--- src/rtl/stereo_fir_pkg.sv ---
// stereo_fir_pkg: shared widths, default timeout and sequencer state encoding
// for the stereo FIR sequencer.
`default_nettype none

package stereo_fir_pkg;

    localparam int DW              = 16;
    localparam int CODEC_W         = 24;
    localparam int TIMEOUT_DEFAULT = 255;

    typedef enum logic [2:0] {
        S_IDLE    = 3'd0,
        S_START_L = 3'd1,
        S_WAIT_L  = 3'd2,
        S_START_R = 3'd3,
        S_WAIT_R  = 3'd4,
        S_OUT     = 3'd5
    } state_t;

endpackage

`default_nettype wire

--- src/rtl/stereo_fir_seq.sv ---
// stereo_fir_seq: pops one stereo sample from the codec, runs each channel
// through a shared FIR engine (or bypasses it) and pushes the result back.
`default_nettype none

module stereo_fir_seq #(
    parameter int DW      = stereo_fir_pkg::DW,
    parameter int TIMEOUT = stereo_fir_pkg::TIMEOUT_DEFAULT
) (
    input  logic                               ck,
    input  logic                               rst,
    input  logic                               read_ready,
    input  logic [stereo_fir_pkg::CODEC_W-1:0] readdata_left,
    input  logic [stereo_fir_pkg::CODEC_W-1:0] readdata_right,
    output logic                               read,
    input  logic                               write_ready,
    output logic [stereo_fir_pkg::CODEC_W-1:0] writedata_left,
    output logic [stereo_fir_pkg::CODEC_W-1:0] writedata_right,
    output logic                               write,
    input  logic                               bypass,
    output logic [DW-1:0]                      fir_in,
    output logic                               fir_sel,
    output logic                               fir_start,
    input  logic [DW-1:0]                      fir_out,
    input  logic                               fir_done,
    output logic                               busy,
    output logic                               timeout_err
);
    import stereo_fir_pkg::*;

    localparam int CW = $clog2(TIMEOUT + 1);

    state_t          r_state;
    state_t          w_next;
    logic [DW-1:0]   r_smp_l;
    logic [DW-1:0]   r_smp_r;
    logic [DW-1:0]   r_res_l;
    logic [DW-1:0]   r_res_r;
    logic [DW-1:0]   r_fir_in;
    logic            r_fir_sel;
    logic            r_terr;
    logic [CW-1:0]   r_cnt;
    logic            w_waiting;
    logic            w_tmo;
    logic            w_adv;
    logic [DW-1:0]   w_in_l;
    logic [DW-1:0]   w_in_r;
    logic            w_unused;

    assign w_in_l   = readdata_left[CODEC_W-1 -: DW];
    assign w_in_r   = readdata_right[CODEC_W-1 -: DW];
    assign w_unused = ^{readdata_left[CODEC_W-DW-1:0], readdata_right[CODEC_W-DW-1:0]};

    // The WAIT residency is TIMEOUT cycles; a done on the last one still wins.
    assign w_waiting = (r_state == S_WAIT_L) || (r_state == S_WAIT_R);
    assign w_tmo     = w_waiting && !fir_done && (r_cnt == CW'(TIMEOUT - 1));
    assign w_adv     = w_waiting && (fir_done || w_tmo);

    always_comb begin
        w_next    = r_state;
        read      = 1'b0;
        write     = 1'b0;
        fir_start = 1'b0;
        case (r_state)
            S_IDLE: begin
                if (read_ready) begin
                    read   = 1'b1;
                    w_next = bypass ? S_OUT : S_START_L;
                end
            end
            S_START_L: begin
                fir_start = 1'b1;
                w_next    = S_WAIT_L;
            end
            S_WAIT_L:  if (w_adv) w_next = S_START_R;
            S_START_R: begin
                fir_start = 1'b1;
                w_next    = S_WAIT_R;
            end
            S_WAIT_R:  if (w_adv) w_next = S_OUT;
            S_OUT: begin
                if (write_ready) begin
                    write  = 1'b1;
                    w_next = S_IDLE;
                end
            end
            default:   w_next = S_IDLE;
        endcase
    end

    always_ff @(posedge ck) begin
        if (rst) begin
            r_state   <= S_IDLE;
            r_smp_l   <= '0;
            r_smp_r   <= '0;
            r_res_l   <= '0;
            r_res_r   <= '0;
            r_fir_in  <= '0;
            r_fir_sel <= 1'b0;
            r_terr    <= 1'b0;
            r_cnt     <= '0;
        end else begin
            r_state <= w_next;
            r_cnt   <= (w_waiting && !w_adv) ? r_cnt + 1'b1 : '0;
            if (w_tmo) r_terr <= 1'b1;
            case (r_state)
                S_IDLE: begin
                    if (read_ready) begin
                        r_smp_l <= w_in_l;
                        r_smp_r <= w_in_r;
                        if (bypass) begin
                            r_res_l <= w_in_l;
                            r_res_r <= w_in_r;
                        end else begin
                            r_fir_in  <= w_in_l;
                            r_fir_sel <= 1'b0;
                        end
                    end
                end
                S_WAIT_L: begin
                    if (w_adv) begin
                        r_res_l   <= fir_done ? fir_out : '0;
                        r_fir_in  <= r_smp_r;
                        r_fir_sel <= 1'b1;
                    end
                end
                S_WAIT_R: begin
                    if (w_adv) r_res_r <= fir_done ? fir_out : '0;
                end
                default: ;
            endcase
        end
    end

    assign fir_in          = r_fir_in;
    assign fir_sel         = r_fir_sel;
    assign busy            = (r_state != S_IDLE);
    assign timeout_err     = r_terr;
    assign writedata_left  = {r_res_l, {(CODEC_W-DW){1'b0}}};
    assign writedata_right = {r_res_r, {(CODEC_W-DW){1'b0}}};

endmodule

`default_nettype wire

--- config.mk ---
export PLATFORM = sky130hd
export DESIGN_NAME = stereo_fir_seq
export DESIGN_NICKNAME = d
export VERILOG_FILES = /design/src/rtl/stereo_fir_pkg.sv /design/src/rtl/stereo_fir_seq.sv
export SDC_FILE = /design/constraint.sdc
export NUM_CORES = 1
export LEC_CHECK = 0
export BUFFER_PORTS_ARGS = -buffer_cell sky130_fd_sc_hd__clkbuf_2
export CELL_PAD_IN_SITES_DETAIL_PLACEMENT = 2
export CELL_PAD_IN_SITES_GLOBAL_PLACEMENT = 2
export CORE_MARGIN = 5
export CORE_UTILIZATION = 30
export DETAILED_ROUTE_END_ITERATION = 10
export GPL_TIMING_DRIVEN = 0
export PLACE_DENSITY = 0.81
export SLEW_MARGIN = 10
export SYNTH_ARGS = -nofsm -noshare
export SYNTH_HDL_FRONTEND = slang
export SYNTH_SLANG_ARGS = --single-unit
--- constraint.sdc ---
create_clock -name ck -period 5.3 [get_ports ck]
set_input_delay 0.53 -clock ck [delete_from_list [all_inputs] [get_ports ck]]
set_output_delay 0.53 -clock ck [all_outputs]
set_load 0.03 [all_outputs]
# Yosys cells after proc, flatten, opt, wreduce, memory -nomap -nowiden
# Cells that the tools add are included.
op_classes:
  add_sub_neg: 1
  n_eq_ne: 12
  mux: 27
  bitwise: 1
  n_reduce_logical: 19
ops:
  columns: ["cell", "count"]
  rows:
  - ["16-bit 2-to-1 mux", 9]
  - ["16-bit one-hot mux with 2 select lines", 3]
  - ["3-bit one-hot mux with 6 select lines", 1]
  - ["4-bit AND reduction", 4]
  - ["3-bit 2-to-1 mux", 5]
  - ["2-bit != test, second input constant", 6]
  - ["8-bit by 1-bit adder with 8-bit output, second input constant", 1]
  - ["8-bit equality test, second input constant", 1]
  - ["1-bit 2-to-1 mux", 8]
  - ["3-bit by 2-bit equality test with 1-bit output, second input constant", 2]
  - ["3-bit equality test, second input constant", 2]
  - ["1-bit logical AND", 4]
  - ["2-bit nonzero test", 2]
  - ["2-bit OR reduction", 2]
  - ["3-bit by 1-bit equality test with 1-bit output, second input constant", 1]
  - ["3-bit zero test", 1]
  - ["3-bit nonzero test", 1]
  - ["1-bit zero test", 2]
  - ["1-bit logical OR", 2]
  - ["1-bit one-hot mux with 2 select lines", 1]
  - ["2-bit AND reduction", 1]
  - ["1-bit inverter", 1]
totals:
  ff_bits: 77
  in_bits: 70
  output_inout_bits: 70

# Logic depth before layout (Yosys ltp)
depth:
  depth_word: 10
  ltp_mapped: 9
  mapped_depth_nobuf: 6

# Worst setup path before layout
# Ideal clock, no wire load.
synth_path:
  path_kind: "register to output"
  start: "reg r_state[1]"
  end: "out write"
  arrival_time_ns: 1.428
  slack_ns: 3.342
  path_stages_with_launch: 4
  cell_sequence: "dfxtp_1 -> buf_2 -> buf_1 -> nor3b_1"
synth_via:
  elab_chain_len: 2
synth_lines:
  columns: ["element", "line_no", "source"]
  rows:
  - ["start: declaration", "stereo_fir_seq.sv:32", "state_t r_state;"]
  - ["start signal: assignment", "stereo_fir_seq.sv:102", "r_state <= w_next;"]
  - ["3-bit equality test", "stereo_fir_seq.sv:63", "case (r_state)"]
  - ["1-bit 2-to-1 mux", "stereo_fir_seq.sv:63", null]
  - ["end: declaration", "stereo_fir_seq.sv:18", "output logic write,"]
# No other way between the ends.

# Final worst setup path
layout_path:
  start: "reg r_state[2]"
  end: "out read"
layout_via:
  elab_chain_len: 2
layout_lines:
  columns: ["element", "line_no", "source"]
  rows:
  - ["3-bit zero test", "stereo_fir_seq.sv:63", null]
  - ["1-bit 2-to-1 mux", "stereo_fir_seq.sv:63", null]
  - ["end: declaration", "stereo_fir_seq.sv:14", "output logic read,"]
# No other way between the ends.

==> reports/metrics.cfg <==
[timing]
setup-violations-final=0
fmax_mhz=354.5
fin_hold_ws_ns=0.4362
worstMarginPinSlew_ns=0.7484
finalCriticalPeriod_ns=2.821
finalHoldViolCount=0
rsz0062_at_grt=no
finalSetupTns_ns=0
fin_skew_ns=0.007050
maxSlewHeadroom_pct=50.11
setup_slack_ns=2.479
fin_crit_sh_pct=53.22
slew_viol_final=0

[setup_path]
crit_path_end_kind=output pin
cp.arrival_ns=2.29
cp-start-kind=register
criticalPathCategory=register to output pin
required_ns=4.77
path_max_fanout=10

[place]
dp_hpwl_um=11120
place_inst=713
pre_cts_slack_ns=2.868
gp_congestion=0.7985
port_buffers=105

[global_routing]
grt_usage_pct=19.68
met1_usage_pct=23.25
grt_pass1_wl_um=22190
grt_remaining_overflow=0
met2_usage_pct=33.97
grt_max_degree=13
use_met3_pct=6.480
top_usage_layer=met2
grt_pass1_vias=4211
antenna_found_initial=2

[detailed_routing]
drt-wirelength-per-cell_um=19.59
drt_iter0_markers=145
vias_per_cell=5.047
drt_pass1_iterations=4
vias=3674
drc_errors=0
drt_wl_total_um=14260
ant_nets=0

[synthesis]
yosysWarnings=0
synth_edf_count=0
synth_area_mm2=0.003702
synthTopCellsByArea=dfxtp_1 (42%), a21oi_1 (6.8%), nand2_1 (5.6%)
synth.top_cell.area_share_pct=41.64
yosysUniqueCellTypes=43
yosysSeqAreaShare_pct=41.64
ys_seq_elements=77
synth_async_sr_flop_share_pct=0
netlist_instances=425
yosys.area.top_type=dfxtp_1
postSynthAreaPerCell_um2=8.711
synth_flop_cell=dfxtp_1

[worst_hold_path]
hold_class=input pin to register

[finish]
syn2layout_area_growth_pct=29.87
final_cell_mix=clkbuf_2 (105), dfxtp_1 (77), nand2_1 (55), a21oi_1 (50), clkbuf_1 (22)
fin_cells=728
fin_nets=628
drive_gt1_share_pct=31.25
final_common_cell=clkbuf_2
antenna_cells=0

[floorplan]
num_rows=40
die_w_um=121.1
ios=140
initial_core_util_pct=30.70
die-height_um=121.1
core_area_mm2=0.01206
die_area_mm2=0.01466

[clocking]
cts.sinks=77
post_cts_buffers=0
htreeDepth=3
clkTransAtPathRegs_ns=0.06
cts_resized=0
clockBufferDepth=2
numCtsBuffers=9
clkLatencyLatePin_ns=0.35
cts_tree=yes
root_buffer=clkbuf_16
cts_hold_buffers=0

[job]
drv_cap=0

[status]
status=complete, no violations

[power_and_ir_drop]
p_per_area_mw_per_mm2=572.9
ir_drop_mv=0.2041
power_leakage_nw=1.995

## Yosys cell counts (3+ instances only)
master / number
dfxtp_1: 77
nand2_1: 55
a21oi_1: 50
clkbuf_1: 22
inv_1: 19
nand3_1: 19
a221oi_1: 17
a22oi_1: 17
buf_4: 17
nand2b_1: 17
nor2_1: 17
o21bai_1: 16
a211oi_2: 10
a311oi_2: 10
buf_2: 9
a211oi_1: 7
a311oi_1: 6
xnor2_1: 5
buf_6: 4
nor3_1: 3
xor2_1: 3
## layer usage
| layer | part of all wire, % | routed length, um |
|---|---|---|
| met2 | 50 | 7104 |
| met1 | 43 | 6132 |
| met4 | 1.9 | 278 |
| met3 | 5.0 | 717 |
| met5 | 0.21 | 30 |
## worst paths after layout
kind	from	to	slack (ns)	depth (start not counted)
worst max-delay path	r_state[2]	read	2.48	6
worst min-delay path	readdata_right[20]	r_smp_r[12]	0.44	3
worst max register to register	r_state[2]	r_res_l[8]	2.98	6
worst min register to register	r_res_l[15]	r_res_l[15]	0.46	2
## registers in the layout, indices dropped and copies added (netlist names)
name / cells
r_cnt: 8
r_res_r: 16
timeout_err: 1
fir_in: 16
fir_sel: 1
r_state: 3
r_smp_r: 16
r_res_l: 16
## final cells by class
type	count	area, um^2
timing repair buffer	105	525.5
fill	1363	7253
sequential	77	1541
clock buffer	10	239.0
inverter	21	78.83
buffer	53	304.0
multi-input combinational	289	1834
clock inverter	5	75.07
tap	168	210.2
## report_power, final
group / internal (mW) / switching, mW
Sequential: 0.738 / 0.0910
Clock: 0.420 / 0.251
Combinational: 0.393 / 0.862
Total: 1.55 / 1.20
## critical path, cell delays in order (launching register included)
cell      delay [ns]
dfxtp_1         0.31
buf_2           0.19
nor3_1          0.36
nand2_1         0.32
clkinv_1        0.25
buf_2           0.25
clkbuf_2        0.26
## kinds of logic (layout without fill, tap and decap cells)
group | after synthesis | count (layout) | synth area share [%]
and+or+nand+nor | 122 | 122 | 15.55
buffers and inverters | 74 | 194 | 10.34
AOI/OAI and AO/OA | 141 | 141 | 29.81
other | 1 | 16 | 0.1013
xor gates and xnor gates | 8 | 8 | 1.893
DFF | 77 | 77 | 41.64
adders and majority gates | 2 | 2 | 0.6758
## stage by stage
step | util [%] | power (mW) | cell area [um^2]
after floorplan | - | 1.707 | 3759
after global placement | 37.26 | 2.042 | 4494
after detailed placement | 37.26 | 2.094 | 4494
after CTS | 39.87 | 2.783 | 4808
after global routing | 39.87 | 2.911 | 4808
final | 39.87 | 2.755 | 4808
(Power assumes the default switching activity.)
